$ cat config.mk
export PLATFORM = sky130hd
export DESIGN_NAME = bcd_step_counter
export DESIGN_NICKNAME = d
export VERILOG_FILES = /design/src/rtl/bcd_step_counter.sv
export SDC_FILE = /design/constraint.sdc
export NUM_CORES = 1
export LEC_CHECK = 0
export ABC_AREA = 1
export CORE_MARGIN = 5
export CORE_UTILIZATION = 40
export DETAILED_ROUTE_END_ITERATION = 10
export DONT_BUFFER_PORTS = 1
export PLACE_DENSITY = 0.63
export SETUP_SLACK_MARGIN = 0.05
export SYNTH_ARGS = -nofsm -noshare
export SYNTH_HDL_FRONTEND = slang
export SYNTH_SLANG_ARGS = --single-unit
$ cat constraint.sdc
create_clock -name i_Clk -period 4.05 [get_ports i_Clk]
set_input_delay 0.6075 -clock i_Clk [delete_from_list [all_inputs] [get_ports i_Clk]]
set_output_delay 0.6075 -clock i_Clk [all_outputs]
set_load 0.01 [all_outputs]
$ cat src/rtl/bcd_step_counter.sv
// bcd_step_counter: two-digit BCD up/down counter with press-and-hold auto-repeat
// and an optional free-running upward count.
module bcd_step_counter #(
    parameter int MAX_COUNT     = 99,
    parameter int HOLD_CYCLES   = 12500000,
    parameter int REPEAT_CYCLES = 2500000,
    parameter int AUTO_CYCLES   = 500000
) (
    input  logic       i_Clk,
    input  logic       i_Rst_L,
    input  logic       i_Up,
    input  logic       i_Down,
    input  logic       i_Auto_En,
    output logic [3:0] o_Tens,
    output logic [3:0] o_Ones,
    output logic       o_Toggle,
    output logic       o_Wrap
);
    localparam int TMAX = (HOLD_CYCLES > REPEAT_CYCLES) ? HOLD_CYCLES : REPEAT_CYCLES;
    localparam int TW = (TMAX > 1) ? $clog2(TMAX) : 1;
    localparam int PW = (AUTO_CYCLES > 1) ? $clog2(AUTO_CYCLES) : 1;
    localparam logic [TW-1:0] HOLD_END = TW'(HOLD_CYCLES - 1);
    localparam logic [TW-1:0] RPT_END = TW'(REPEAT_CYCLES - 1);
    localparam logic [PW-1:0] AUTO_END = PW'(AUTO_CYCLES - 1);
    localparam logic [3:0] MAX_TENS = 4'(MAX_COUNT / 10);
    localparam logic [3:0] MAX_ONES = 4'(MAX_COUNT % 10);

    typedef enum logic [2:0] {IDLE, UP_HOLD, UP_RPT, DN_HOLD, DN_RPT} state_t;

    state_t        state_q, state_d;
    logic [TW-1:0] timer_q, timer_d, timer_end;
    logic [PW-1:0] psc_q, psc_d;
    logic [3:0]    tens_q, tens_d, ones_q, ones_d;
    logic          toggle_q, toggle_d, wrap_q, wrap_d;
    logic          up_prev_q, up_prev_d, down_prev_q, down_prev_d;
    logic          up_press, dn_press, man_inc, man_dec, man_step, auto_tick, inc, at_max, at_zero;

    assign up_press  = i_Up && !up_prev_q;
    assign dn_press  = i_Down && !down_prev_q;
    assign timer_end = (state_q == UP_HOLD || state_q == DN_HOLD) ? HOLD_END : RPT_END;

    always_comb begin
        state_d = state_q;
        timer_d = '0;
        man_inc = 1'b0;
        man_dec = 1'b0;
        case (state_q)
            IDLE: begin
                if (up_press && !i_Down) begin
                    man_inc = 1'b1;
                    state_d = UP_HOLD;
                end else if (dn_press && !i_Up) begin
                    man_dec = 1'b1;
                    state_d = DN_HOLD;
                end
            end
            UP_HOLD, UP_RPT: begin
                if (!i_Up || i_Down) begin
                    state_d = IDLE;
                end else if (timer_q == timer_end) begin
                    man_inc = 1'b1;
                    state_d = UP_RPT;
                end else begin
                    timer_d = timer_q + TW'(1);
                end
            end
            DN_HOLD, DN_RPT: begin
                if (!i_Down || i_Up) begin
                    state_d = IDLE;
                end else if (timer_q == timer_end) begin
                    man_dec = 1'b1;
                    state_d = DN_RPT;
                end else begin
                    timer_d = timer_q + TW'(1);
                end
            end
            default: state_d = IDLE;
        endcase
    end

    // A manual step pre-empts a coinciding auto tick and restarts the prescaler.
    assign man_step  = man_inc || man_dec;
    assign auto_tick = (state_q == IDLE) && i_Auto_En && (psc_q == AUTO_END) && !man_step;
    assign inc       = man_inc || auto_tick;
    assign at_max    = (tens_q == MAX_TENS) && (ones_q == MAX_ONES);
    assign at_zero   = (tens_q == 4'd0) && (ones_q == 4'd0);

    always_comb begin
        psc_d = ((state_q == IDLE) && i_Auto_En && !man_step && (psc_q != AUTO_END)) ? psc_q + PW'(1) : '0;
        ones_d = inc ? ((at_max || ones_q == 4'd9) ? 4'd0 : ones_q + 4'd1)
               : man_dec ? (at_zero ? MAX_ONES : (ones_q == 4'd0) ? 4'd9 : ones_q - 4'd1)
               : ones_q;
        tens_d = inc ? (at_max ? 4'd0 : (ones_q == 4'd9) ? tens_q + 4'd1 : tens_q)
               : man_dec ? (at_zero ? MAX_TENS : (ones_q == 4'd0) ? tens_q - 4'd1 : tens_q)
               : tens_q;
        toggle_d    = toggle_q ^ man_step;
        wrap_d      = (inc && at_max) || (man_dec && at_zero);
        up_prev_d   = i_Up;
        down_prev_d = i_Down;
    end

    always_ff @(posedge i_Clk or negedge i_Rst_L) begin
        if (!i_Rst_L) begin
            state_q     <= IDLE;
            timer_q     <= '0;
            psc_q       <= '0;
            tens_q      <= 4'd0;
            ones_q      <= 4'd0;
            toggle_q    <= 1'b0;
            wrap_q      <= 1'b0;
            up_prev_q   <= 1'b1;
            down_prev_q <= 1'b1;
        end else begin
            state_q     <= state_d;
            timer_q     <= timer_d;
            psc_q       <= psc_d;
            tens_q      <= tens_d;
            ones_q      <= ones_d;
            toggle_q    <= toggle_d;
            wrap_q      <= wrap_d;
            up_prev_q   <= up_prev_d;
            down_prev_q <= down_prev_d;
        end
    end

    assign o_Tens   = tens_q;
    assign o_Ones   = ones_q;
    assign o_Toggle = toggle_q;
    assign o_Wrap   = wrap_q;
endmodule
# Word-level counts from Yosys, hierarchy flattened
# Index checks and enable logic that the tools add are counted.
# W data, S select, Z words.
dict set report totals {
  in_bits 5
  reg_bits 58
  word_cells 95
  out_inout_bits 10
}
dict set report op_classes {
  add_sub_neg 6
  n_eq_ne 13
  n_bitwise 1
  n_mux 32
  n_reduce_logical 34
}
# operator count
set ops {}
lappend ops {{$mux W24} 4}
lappend ops {{$pmux W24 S2} 1}
lappend ops {{$mux W4} 11}
lappend ops {{$add A24 B1 Y24 const B} 1}
lappend ops {{$eq A24 B24 Y1} 1}
lappend ops {{$add A19 B1 Y19 const B} 1}
lappend ops {{$eq A19 B19 Y1 const B} 1}
lappend ops {{$mux W19} 1}
lappend ops {{$ne A19 B19 Y1 const B} 1}
lappend ops {{$mux W3} 6}
lappend ops {{$logic_and A1 B1 Y1} 13}
lappend ops {{$ne A3 B3 Y1 const B} 3}
lappend ops {{$pmux W3 S3} 1}
lappend ops {{$add A4 B1 Y4 const B} 2}
lappend ops {{$eq A4 B4 Y1 const B} 2}
lappend ops {{$logic_not A4 Y1} 2}
lappend ops {{$sub A4 B1 Y4 const B} 2}
lappend ops {{$logic_or A1 B1 Y1} 7}
lappend ops {{$eq A3 B2 Y1 const B} 2}
lappend ops {{$mux W1} 6}
lappend ops {{$reduce_and A3 Y1} 2}
lappend ops {{$logic_not A1 Y1} 5}
lappend ops {{$pmux W1 S2} 2}
lappend ops {{$reduce_or A2 Y1} 2}
lappend ops {{other kinds (7)} 7}

# Depth between registers and ports, before layout
dict set report depth {
  word_depth 13
  ltp_mapped 14
  depth_no_buf 13
}

# Least setup slack after synthesis
# OpenSTA, ideal clock, no wires.
dict set report synth_timing {
  kind {register -> register}
  from {register timer_q[0]}
  to {register state_q[1]}
  setup_ns 0.128
  setup_slack_ns 2.290
  n_path_buf 0
  synth_period_minus_slack_ns 1.760
  stages_incl_launch_ff 11
  arrival_time_ns 1.632
  t_required_ns 3.922
  cell_sequence {dfrtp_1 -> ha_1 -> nand2_1 -> nor2_1 -> nand3_1 -> nor2_2 -> nand3_2 -> nand2_1 -> inv_2 -> a21oi_4 -> mux2_1}
}
dict set report synth_via {
  elab_chain_len 3
  word_cells_on_any_way 4
  cone_classes {3 x eq/ne; 1 x reduce/logical}
}
# item line
set synth_lines {}
lappend synth_lines {{from (decl)} 31} ;# logic [TW-1:0] timer_q, timer_d, timer_end;
lappend synth_lines {{from (signal assigned)} 115} ;# timer_q <= timer_d;
lappend synth_lines {{$eq A24 B24 Y1 *} {60, 70}}
lappend synth_lines {{$ne A3 B3 Y1 (no line)} --}
lappend synth_lines {{$reduce_and A3 Y1 (no line) *} --}
lappend synth_lines {{to (signal assigned)} 114} ;# state_q <= state_d;
lappend synth_lines {{to (decl)} 30} ;# state_t state_q, state_d;
# Every way passes the cells marked *; elsewhere a longest branch is shown, timed or not.
# A chain may end at the register's enable or synchronous reset.

# Worst setup path in the final report
# Same ends and word-level chain as after synthesis.

==> impl_results.md <==
* Seq cells post-synth at 58
* Final Hold Vio Count at 0
* Number of nets still failing antenna checks after routing at 0
* Wire per inst at 12.1 µm
* Die height at 102 µm
* Critical Path, Cell by Cell: ha_1 -> nand2_1 -> nor2_1 -> nand3_1 -> nor2_2 -> nand3_2 -> nand2_1 -> inv_2 -> a21oi_4 -> mux2_1
* Async SR Flop Fraction at 100%
* Synthesized area at 3400 µm²
* Period minus WS final at 2.47 ns
* Die W at 102 µm
* Area added between synthesis and finish at 9.43%
* Seq/Total Area, Yosys at 42.8%
* Initial Util at 41.2%
* Post-Synth XOR/XNOR Area at 8.25%
* Worst Path Required at 4.27 ns
* Die Area at 10400 µm²
* CP max stage delay at 0.54 ns
* DR vias at 2678
* Post-Synth Simple-Gate Area at 31.0%
* Worst Setup SP: timer_q[0]
* Largest net degree at the start of global routing at 57
* Slew headroom at 52.8%
* Layout Nets at 447
* # diodes at 0
* Post-place setup slack at 1.55 ns
* Worst Clk Skew at 0.0121 ns
* RSZ-0062 raised after global routing: no
* Cell mode on critical path: nand2_1
* Crit path max-delay family: simple AND/OR/NAND/NOR gates
* Worst hold margin at 0.112 ns
* Final setup vio count at 0
* Status: finished clean
* PortBufs at 0
* Placer Congestion at 0.831
* Max Freq at 405 MHz
* DRC errors left at 0
* Worst Path Arrival at 2.69 ns
* Final Max Tran Viols at 0
* Post-synthesis instance total at 426
* Post-synthesis mux area share at 0.331%
* Cell taking the most area after synthesis: dfrtp_1
* Final cell area excluding filler cells at 3720 µm²
* Final wirelength at 6570 µm
* First-pass GRT wire length at 11500 µm
* Placed cell areas at 3500 µm²
* Syn_nets at 440
* WS Path Type: reg -> reg
* Buffers & Inverters on Critical Path at 1
* Leak pwr at 1.60 nW
* CTS tree: done
* Cts bufs inserted at 9
* H-Tree Depth at 3
* Share of cells above drive strength 1 at 11.2%
* Total design power at 0.00182 W
* Worst-Margin Slew at 0.706 ns
* Cell variety after synth at 45
* Synth area leaders: dfrtp_1 41%, nand2_1 9.4%, nor2_1 8.3%, xor2_1 6.4%, inv_1 5.9%
* Max Cap Viol at 0
* Clock buffer depth at 2
* Compound-cell area share of the yosys netlist at 7.18%
* CP Capture Type: register
* Worst min-delay path class: in -> async
* Initial antenna violation count at 0
* Yosys warning total at 0
* Clock Pin Slew Worst Setup and Hold Paths at 0.07 ns
* Core box area at 8260 µm²
* CP Launch Type: register
* P per Cell Area at 489 nW/µm²
* All-Layer GR Usage at 14.0%
* Sum Neg Setup Slack at 0 ns
* Synth Area in Adders at 3.31%
* Post-synth EDFFs at 0
* Row cnt at 33
* Primary FF master, synth: dfrtp_1
* Skew-Pair Late Insertion Delay at 0.34 ns
* Combinational family with the most area after synthesis: simple AND/OR/NAND/NOR gates
* Pre-antenna DRT Iters at 4
* Avg Vias per Cell at 4.93
* GRT overflow at 0
* DRT iter0 DRCs at 107
* Worst setup margin at 1.58 ns
* CP max FO at 21
* Vias in the first global route at 2592
* RR Startpoint: timer_q[0]
* Clock Sinks at 58
* Worst IR drop on VDD at 190 µV
* Fin crit share at 61.0%
* CP max-delay cell: nand2_1
* Hpwl dp at 4690 µm
* Root buffer cell: clkbuf_8
* Avg Inst Size Synth at 7.98 µm²
* Top-area cell type share of the netlist area at 41.2%
* Num ports at 15
## layer usage
| metal | global-route usage [%] | vias to the layer above | part of all wire [%] |
|---|---|---|---|
| met1 | 18.6 | 1254 | 48 |
| met5 | 0 | - | 0 |
| li1 | - | 1372 | - |
| met2 | 22.0 | 42 | 46 |
| met3 | 3.41 | 10 | 4.0 |
| met4 | 5.45 | 0 | 1.6 |
## report_power, final
| part | switching (W) | leakage [nW] | total [W] | internal (W) |
|---|---|---|---|---|
| clock | 0.000240 | 0.0990 | 0.000522 | 0.000282 |
| combinational | 0.000337 | 0.718 | 0.000536 | 0.000199 |
| sequential | 0.000117 | 0.785 | 0.000762 | 0.000645 |
## sequential cells by signal, indices dropped and copies added, names as in the netlist
signal / count
o_Wrap: 1
o_Ones: 4
psc_q: 19
state_q: 3
o_Tens: 4
o_Toggle: 1
up_prev_q: 1
down_prev_q: 1
timer_q: 24
## synthesized netlist by cell type, drive strengths merged, types with 2 or more instances
| library cell | instances |
|---|---|
| o21a | 2 |
| inv | 55 |
| a21oi | 11 |
| nor3 | 9 |
| nor4 | 3 |
| xor2 | 25 |
| o21ai | 13 |
| xnor2 | 7 |
| dfstp | 2 |
| buf | 4 |
| nand2 | 90 |
| nor2 | 83 |
| nand4 | 7 |
| dfrtp | 56 |
| o211ai | 4 |
| ha | 9 |
| nand3 | 35 |
## metrics by stage
step | instances | util [%]
floorplan | 426 | -
global placement | 526 | 42.3
detailed placement | 526 | 42.3
CTS | 543 | 45.0
global route | 543 | 45.0
finish | 543 | 45.0
## final cells by class
class	count	area, µm²
Sequential cell	58	1450
Clock buffer	9	124
Tap cell	105	131
Fill cell	837	4540
Timing Repair Buffer	1	27.5
Multi-Input combinational cell	308	1700
Clock inverter	7	70.1
Inverter	55	209
## logic make-up (layout without fill, tap and decap cells)
kind of cell	after synthesis	after routing
AOI/OAI and AO/OA	35	35
xor gates and xnor gates	32	32
adders and majority gates	9	9
buffers and inverters	60	72
DFF	58	58
muxes	1	1
and+or+nand+nor	231	231
## layout by cell type (no fill, tap or decap), drive strengths merged
cell      count
a2111oi       1
a211oi        1
a21oi        11
and3          1
buf           1
bufinv        1
clkbuf        9
clkinv        5
clkinvlp      1
dfrtp        56
dfstp         2
ha            9
inv          55
mux2          1
nand2        90
nand3        35
nand3b        1
nand4         7
nor2         83
nor3          9
nor3b         1
nor4          3
o211ai        4
o21a          2
o21ai        13
o21bai        1
o221a         1
o22ai         1
or2           1
xnor2         7
xor2         25
## what timing repair did
action | in CTS | in global routing
hold buffers | 1 | 0
buffers inserted | 0 | 0
gates resized for setup | 0 | 0
hold endpoints to repair | 56 | 0
## path summary, 6_finish.rpt
path,endpoint,slack [ns],depth (start not counted)
min,up_prev_q,0.11,0
max,state_q[1],1.58,10
max in group asynchronous,timer_q[20],3.68,1
min reg2reg,psc_q[0],0.45,1
max reg2reg,state_q[1],1.58,10
min in group i_Clk,up_prev_q,0.27,0
## worst reg2reg max path: stages, from the launching register on
cell     delay, ns
dfrtp_1       0.37
ha_1          0.17
nand2_1       0.11
nor2_1        0.14
nand3_1       0.10
nor2_2        0.13
nand3_2       0.10
nand2_1       0.54
inv_2         0.16
a21oi_4       0.20
mux2_1        0.33
Note: power is estimated with default switching activity, not from simulation.
